[src/rtl/multi_button_debouncer.sv]
// N_CH-channel counter-based button debouncer: 2-flop synchroniser, 4-state FSM per channel, press/release ticks.
// Optional auto-repeat ticks while a button is held are enabled by defining DEBOUNCE_REPEAT_EN.
module multi_button_debouncer #(
    parameter int N_CH       = 4,
    parameter int STABLE_CNT = 500000,
    parameter int ACTIVE_LOW = 0
`ifdef DEBOUNCE_REPEAT_EN
    ,
    parameter int HOLD_CNT   = 50000000,
    parameter int REPEAT_CNT = 10000000
`endif
) (
    input  logic            clk,
    input  logic            reset,
    input  logic [N_CH-1:0] sw,
    output logic [N_CH-1:0] db_level,
    output logic [N_CH-1:0] rise_tick,
    output logic [N_CH-1:0] fall_tick,
    output logic            any_press
`ifdef DEBOUNCE_REPEAT_EN
    ,
    output logic [N_CH-1:0] repeat_tick
`endif
);

    localparam int CNT_W = $clog2(STABLE_CNT);
    localparam logic [CNT_W-1:0] CNT_LAST = CNT_W'(STABLE_CNT - 1);
    localparam logic [N_CH-1:0] SYNC_IDLE = (ACTIVE_LOW != 0) ? {N_CH{1'b1}} : {N_CH{1'b0}};

    typedef enum logic [1:0] {
        ST_LOW,
        ST_RISE_WAIT,
        ST_HIGH,
        ST_FALL_WAIT
    } state_t;

    state_t           r_state     [N_CH];
    state_t           w_state_nxt [N_CH];
    logic [CNT_W-1:0] r_cnt       [N_CH];
    logic [CNT_W-1:0] w_cnt_nxt   [N_CH];
    logic [N_CH-1:0]  r_s1;
    logic [N_CH-1:0]  r_s2;
    logic [N_CH-1:0]  w_sw_s;
    logic [N_CH-1:0]  w_rise_nxt;
    logic [N_CH-1:0]  w_fall_nxt;

`ifdef DEBOUNCE_REPEAT_EN
    localparam int HOLD_MAX = (HOLD_CNT > REPEAT_CNT) ? HOLD_CNT : REPEAT_CNT;
    localparam int HOLD_W   = $clog2(HOLD_MAX + 1);
    localparam logic [HOLD_W-1:0] HOLD_LAST = HOLD_W'(HOLD_CNT - 1);
    localparam logic [HOLD_W-1:0] REP_LAST  = HOLD_W'(REPEAT_CNT - 1);

    logic [HOLD_W-1:0] r_hold     [N_CH];
    logic [HOLD_W-1:0] w_hold_nxt [N_CH];
    logic [N_CH-1:0]   r_rep_phase;
    logic [N_CH-1:0]   w_rep_phase_nxt;
    logic [N_CH-1:0]   w_rep_nxt;
`endif

    // Polarity is normalised after the synchroniser so every FSM sees active-high
    assign w_sw_s = (ACTIVE_LOW != 0) ? ~r_s2 : r_s2;

    always_comb begin
        db_level = '0;
        for (int i = 0; i < N_CH; i++) begin
            db_level[i] = (r_state[i] == ST_HIGH) || (r_state[i] == ST_FALL_WAIT);
        end
    end

    always_comb begin
        w_rise_nxt = '0;
        w_fall_nxt = '0;
`ifdef DEBOUNCE_REPEAT_EN
        w_rep_phase_nxt = r_rep_phase;
        w_rep_nxt       = '0;
`endif
        for (int i = 0; i < N_CH; i++) begin
            w_state_nxt[i] = r_state[i];
            w_cnt_nxt[i]   = r_cnt[i];
            case (r_state[i])
                ST_LOW: begin
                    if (w_sw_s[i]) begin
                        w_state_nxt[i] = ST_RISE_WAIT;
                        w_cnt_nxt[i]   = '0;
                    end
                end
                ST_RISE_WAIT: begin
                    if (!w_sw_s[i]) begin
                        w_state_nxt[i] = ST_LOW;
                    end else if (r_cnt[i] == CNT_LAST) begin
                        w_state_nxt[i] = ST_HIGH;
                        w_rise_nxt[i]  = 1'b1;
                    end else begin
                        w_cnt_nxt[i] = r_cnt[i] + CNT_W'(1);
                    end
                end
                ST_HIGH: begin
                    if (!w_sw_s[i]) begin
                        w_state_nxt[i] = ST_FALL_WAIT;
                        w_cnt_nxt[i]   = '0;
                    end
                end
                ST_FALL_WAIT: begin
                    if (w_sw_s[i]) begin
                        w_state_nxt[i] = ST_HIGH;
                    end else if (r_cnt[i] == CNT_LAST) begin
                        w_state_nxt[i] = ST_LOW;
                        w_fall_nxt[i]  = 1'b1;
                    end else begin
                        w_cnt_nxt[i] = r_cnt[i] + CNT_W'(1);
                    end
                end
                default: w_state_nxt[i] = ST_LOW;
            endcase

`ifdef DEBOUNCE_REPEAT_EN
            // Hold schedule only advances while staying HIGH; FALL_WAIT freezes it, LOW clears it
            w_hold_nxt[i] = r_hold[i];
            if ((w_state_nxt[i] == ST_LOW) || (w_state_nxt[i] == ST_RISE_WAIT)) begin
                w_hold_nxt[i]      = '0;
                w_rep_phase_nxt[i] = 1'b0;
            end else if ((r_state[i] == ST_HIGH) && (w_state_nxt[i] == ST_HIGH)) begin
                if (r_hold[i] == (r_rep_phase[i] ? REP_LAST : HOLD_LAST)) begin
                    w_rep_nxt[i]       = 1'b1;
                    w_hold_nxt[i]      = '0;
                    w_rep_phase_nxt[i] = 1'b1;
                end else begin
                    w_hold_nxt[i] = r_hold[i] + HOLD_W'(1);
                end
            end
`endif
        end
    end

    always_ff @(posedge clk or posedge reset) begin
        if (reset) begin
            r_s1      <= SYNC_IDLE;
            r_s2      <= SYNC_IDLE;
            rise_tick <= '0;
            fall_tick <= '0;
            any_press <= 1'b0;
            for (int i = 0; i < N_CH; i++) begin
                r_state[i] <= ST_LOW;
                r_cnt[i]   <= '0;
            end
`ifdef DEBOUNCE_REPEAT_EN
            repeat_tick <= '0;
            r_rep_phase <= '0;
            for (int i = 0; i < N_CH; i++) begin
                r_hold[i] <= '0;
            end
`endif
        end else begin
            r_s1      <= sw;
            r_s2      <= r_s1;
            rise_tick <= w_rise_nxt;
            fall_tick <= w_fall_nxt;
            any_press <= |w_rise_nxt;
            for (int i = 0; i < N_CH; i++) begin
                r_state[i] <= w_state_nxt[i];
                r_cnt[i]   <= w_cnt_nxt[i];
            end
`ifdef DEBOUNCE_REPEAT_EN
            repeat_tick <= w_rep_nxt;
            r_rep_phase <= w_rep_phase_nxt;
            for (int i = 0; i < N_CH; i++) begin
                r_hold[i] <= w_hold_nxt[i];
            end
`endif
        end
    end

endmodule

[config.mk]
export PLATFORM = sky130hd
export DESIGN_NAME = multi_button_debouncer
export DESIGN_NICKNAME = d
export VERILOG_FILES = /design/src/rtl/multi_button_debouncer.sv
export SDC_FILE = /design/constraint.sdc
export NUM_CORES = 1
export LEC_CHECK = 0
export ABC_AREA = 1
export BUFFER_PORTS_ARGS = -buffer_cell sky130_fd_sc_hd__buf_2
export CORE_MARGIN = 5
export CORE_UTILIZATION = 50
export CTS_CLUSTER_SIZE = 40
export DETAILED_ROUTE_END_ITERATION = 12
export HOLD_SLACK_MARGIN = 0.12
export MAX_ROUTING_LAYER = met4
export PLACE_DENSITY = 0.78
export REMOVE_ABC_BUFFERS = 1
export SKIP_LAST_GASP = 1
export SLEW_MARGIN = 20
export SYNTH_ARGS = -nofsm -noshare
export SYNTH_HDL_FRONTEND = slang
export SYNTH_SLANG_ARGS = --single-unit
[constraint.sdc]
create_clock -name clk -period 4.1 [get_ports clk]
set_input_delay 0.82 -clock clk [delete_from_list [all_inputs] [get_ports clk]]
set_output_delay 0.82 -clock clk [all_outputs]
set_load 0.03 [all_outputs]
== Yosys cells after proc, flatten, opt, wreduce, memory -nomap -nowiden ==
Index checks and enable logic that the tools add are counted.
Storage, ports and cells
  bits of input ports: 6
  register bits after elaboration: 101
  output and inout bits: 13
Operators by class
  equality and inequality tests: 40
  add/sub/neg operators: 4
  reductions and logical operators: 17
  multiplexer cells: 72
Operator list (number)
  19-bit two-way mux: 20
  19-bit case mux with 4 select lines: 4
  19-bit by 1-bit adder with 19-bit output (second input constant): 4
  19-bit equality test (second input constant): 4
  2-bit two-way mux: 24
  2-bit != test (second input constant): 16
  2-bit case mux with 4 select lines: 4
  4-bit AND reduction: 8
  1-bit two-way mux: 20
  2-bit equality test (second input constant): 8
  3-bit by 2-bit != test with 1-bit output (second input constant): 4
  3-bit != test (second input constant): 4
  2-bit by 1-bit equality test with 1-bit output (second input constant): 4
  2-bit zero test: 4
  1-bit logical OR: 4
  4-bit OR reduction: 1

== Logic depth before layout (Yosys ltp) ==
  depth after elaboration: 5
  gate-level depth with buffers: 11
  depth with buffers taken out: 9

== Worst setup path before layout ==
OpenSTA, ideal clock, no wires.
  path kind: register -> register
  start: register r_cnt[0] in the netlist's numbering
  end: register r_cnt[6] in the netlist's numbering
  data required time: 3.982 ns
  period minus slack after synthesis: 1.636 ns
  path buffers: 1
  library setup time: 0.118 ns
  arrival time: 1.518 ns
  slack: 2.464 ns
  cell stages (with the launch flop): 11
  cell sequence: dfrtp_1 ha_1 nand2_1 nor2_4 nand3_2 nor2_4 nor2_4 clkinv_4 buf_4 nand2_1 nand2_1
On the way
  word-level cells in the longest chain between the ends: 4
RTL lines
  from (decl): line 39  | logic [CNT_W-1:0] r_cnt [N_CH];
  from (signal, indexed assignment): line 161  | r_cnt[i] <= w_cnt_nxt[i];
  19-bit by 1-bit adder with 19-bit output or 19-bit equality test (tied branches)
  19-bit two-way mux *: line 90, 106
  19-bit two-way mux (on tied branches): line 104, 88
  19-bit case mux with 4 select lines *: line 80  | case (r_state[i])
Every way passes the cells marked *; elsewhere a longest branch is shown, timed or not. The select of a mux whose other input is x is not followed.
A chain may end at the register's enable or synchronous reset.

== Worst setup path in the final report ==
  start: register r_cnt[38] in the netlist's numbering
  end: register r_cnt[49] in the netlist's numbering
Same word-level chain as after synthesis.

==> impl_summary.md <==
Pwr
The cell-internal power is about 1500 uW. The total leakage power is 0.00268 uW. The power dissipated by switching net loads is approximately 500 uW. IR analysis of the VDD net gives a maximum drop of ~360 uV.

The part of the power in registers is between 50 and 60%. The design draws 2050 uW. The share of total power dissipated in combinational logic is between 4 and 5%.

Of the total power, the clock network draws a little over two fifths. The fraction of power spent switching nets is roughly 25%. Dividing total power by cell area gives a power density of 320 nW/um^2.

Detailed routing
For this block, the initial DRC count from the detailed router was just under 400. The routed layout has roughly 5.1k vias. The via-per-instance ratio is 5.18.

The routed length per placed instance is between 10 and 15 microns. The post-detailed-routing wire length is around 12000 microns. The detailed-router iteration count before antenna repair is 5. The remaining design rule violation count is 0.

The count of nets left with antenna violations once routing finished came out at 0.

Placed design
Detailed placement ended at an HPWL of just under 9000 microns. Once placement finished, the instance area stood at 6090 sq um. The number of placed instances with taps included is approximately 1000. The quantity of I/O buffers inserted on ports is 18. The placer's final routability congestion estimate is slightly above 0.9.

Floorplan
From left edge to right edge, the die measures around 120 microns. The number of top-level design ports is 19. Measured along the y axis, the die boundary spans around 120 microns. The core region is 11600 sq um. The number of standard-cell rows in the floorplan is 39. The starting utilization of the core area is just over 50%.

The floorplan step defined a die boundary enclosing around 14000 sq um.

Clock tree
The number of hold-repair buffers added at the cts stage is 0. Counting along the longest clock path gives a buffer depth of 2. CTS saw ~100 sinks. TritonCTS built the clock tree.

The H-tree depth is 3. The total setup buffers inserted after CTS is 0. The clock reaches the later pin of the worst-skew pair after 0.36 ns. Clock-pin slew was measured on the worst setup and hold paths at 0.07 ns. The cell chosen for the clock root is sky130_fd_sc_hd__clkbuf_16. The number of clock buffers inserted by TritonCTS is 9.

The number of gates resized after CTS was 0.

Layout
In the final design database the tool counted approximately 850 nets. The repair_antennas step left the layout with diodes totalling 0. At the end of the flow the core is filled with cells to a little under three fifths. Cells with a size suffix above 1 make up roughly 8% of the layout.

The layout overhead on the synthesized area is 7.63%. With fillers left out, the area of the finished cells amounts to around 6400 sq um. The final cell count without fillers is between 900 and 1k. The number of filler cells placed in the layout is ~1.1k.

Worst setup path
The number of cells on the worst reg-to-reg path is 9. The worst setup path category is reg2reg. Data on the critical path arrives at its endpoint at about 2.4 ns. The worst setup path is launched from a register. Of all nets on the critical path, the largest fanout is 29. The endpoint required time on the critical path is 4.32 ns. The beginning of the worst register-to-register path is r_cnt[38]. The highest-delay cell along the critical path is sky130_fd_sc_hd__nor2_1. STA classifies the critical path endpoint as a register. The worst register-to-register path has a setup slack of roughly 1.9 ns.

The end of the worst register-to-register path is r_cnt[49]. The largest stage delay on the critical path is roughly 0.46 ns. Walking the worst path, the cells encountered are ha_1 > inv_2 > nor2_4 > nand3_2 > nor2_4 > nor2_1 > inv_2 > nand2_1 > o21ai_0.

Global route
The first global-routing pass estimated 21700 microns of wire. The global routing met3 resource utilization is between 4 and 5%. The number of global-route vias before repair came to roughly 4.7k. In this run the most used layer during global routing was met2. Global routing used a little under a fifth of the available tracks. For met2 alone, demand over resource in global routing was between 20% and 30%.

The leftover overflow at the end of global routing is 0. For this run, global-route usage on met1 was measured as between 20% and 30%. Entering global routing, the biggest net connects 71 pins. The initial antenna violation count is 0.

Status
The flow ran to the end, and the final reports show no timing, DRC or antenna violations.

STA
The worst path in the final design needs a cycle of 2.22 ns, including I/O delays and setup. After layout, the worst path uses a little over half of the clock period. The total count of max-transition violations in the final report is 0. The final total negative setup slack is 0 ns.

The number of hold-slack violations in the final timing report is 0. The actual slew at the worst max-slew pin is approximately 0.84 ns. Setup repair after global routing left no endpoint under its margin.

The worst pin sits at a relative slew slack of a little over two fifths. The setup violation total in the final timing report is 0. The clock tree skew after final layout is about 0.0067 ns. The achievable clock frequency is ~0.45 GHz.

Synth
The part of the Yosys area used for sequential elements is approximately 42%. The total of flip-flops plus latches after synthesis is a little over 100. The average size of a mapped cell is a little over 7 sq um.

For this run, the number of Yosys warnings is 0. The cell area that synthesis handed to floorplanning was approximately 5900 sq um. After synthesis, the netlist uses 31 different library cells. The number of standard cells after synthesis is 833.

Worst hold path
The type of the most critical hold path is reg2reg. In this run the most critical hold path is launched from r_s1[1]. The hold-critical path depth is 0. The worst hold endpoint is r_s2[1].

Job
The number of maximum-capacitance constraint violations is 0.
==> area by class of cell <==
type                            instances  area, sq um  area share [%]
Clock buffer                           10          239            3.73
Clock inverter                          6         75.1            1.17
Timing Repair Buffer                   20          105            1.64
Tap cell                              143          179            2.79
Sequential cell                       101         2530            39.5
Multi-Input combinational cell        633         2980            46.5
Inverter                               77          298            4.65
==> how the worst max path moves through the flow <==
stage / from / end / slack, ns / cells past startpoint
finish: r_cnt[38] / r_cnt[49] / 1.88 / 9
global route: r_state[4] / r_cnt[51] / 1.59 / 8
CTS: r_cnt[38] / r_cnt[49] / 1.87 / 9
detailed placement: r_cnt[38] / r_cnt[49] / 1.88 / 9
global placement: r_cnt[38] / r_cnt[56] / 1.96 / 9
floorplan: reset / async pin / 0.63 / 1
==> power groups by stage <==
stage,Sequential (uW),Combinational (uW),Clock (uW)
final,1050,95.0,901
after global routing,1060,112,962
after CTS,1050,97.5,922
after floorplan,1060,71.8,0
after global placement,1070,94.8,0
after detailed placement,1070,97.4,0
==> placed cells by master, fill, tap and decap left out, drive strengths merged, types with 11 or more instances in the layout <==
master,netlist,layout
nand2,268,268
nor2,126,126
dfrtp,101,101
nand3,81,81
inv,75,78
o21ai,70,70
nand4,22,22
buf,13,20
xor2,17,17
nand3b,13,13
o21bai,11,11
==> stage by stage <==
stage / hold WS, ns / setup WS (ns)
floorplan: 0.331 / 0.633
detailed placement: 0.336 / 1.88
finish: 0.349 / 1.88
CTS: 0.352 / 1.87
global route: 0.369 / 1.59
global placement: 0.332 / 1.96
==> flip-flops by register name, indices dropped and copies added, names as in the netlist, named ones only <==
signal,flops
any_press,1
fall_tick,4
r_cnt,76
r_s1,4
r_s2,4
r_state,4
rise_tick,4
==> kinds of logic (layout without fill, tap and decap cells) <==
group                      count (synthesis)  count (layout)  synth area share [%]
xor gates and xnor gates                  22              22                  3.24
buffers and inverters                     99             113                  7.42
and+or+nand+nor                          525             525                  38.3
adders and majority gates                  4               4                 0.841
AOI/OAI and AO/OA                         82              82                  7.74
DFF                                      101             101                  42.5
==> worst max-delay path, delay by kind of cell (launching register included) <==
kind	cells	cell delay (ns)
AND/OR/NAND/NOR	5	0.78
buffers and inverters	2	0.48
flip-flops	1	0.43
adder cells (fa/ha/maj)	1	0.30
AO/OA/AOI/OAI	1	0.08
==> per-layer routing <==
metal  vias to the layer above  part of all wire [%]
li1                       2689                     -
met1                      2293                    48
met2                       131                    45
met3                        20                   5.3
met4                         0                   1.7
met5                         -                     0
==> Yosys cell counts (all sizes together) <==
| cell | count | area, sq um |
|---|---|---|
| clkinv | 2 | 13.8 |
| buf | 13 | 111 |
| nand2 | 268 | 1010 |
| ha | 4 | 50.1 |
| nand4 | 22 | 138 |
| nor3 | 7 | 35.0 |
| nand3 | 81 | 420 |
| nand3b | 13 | 97.6 |
| o21ai | 70 | 373 |
| inv | 75 | 282 |
| clkbuf | 9 | 35.0 |
| a21oi | 1 | 5.00 |
| or2 | 6 | 37.5 |
| nor2 | 126 | 526 |
| xor2 | 17 | 149 |
| nor4 | 2 | 12.5 |
| dfrtp | 101 | 2530 |
| o21bai | 11 | 82.6 |
| xnor2 | 5 | 43.8 |
No activity file was read; power rests on OpenSTA's default activity.
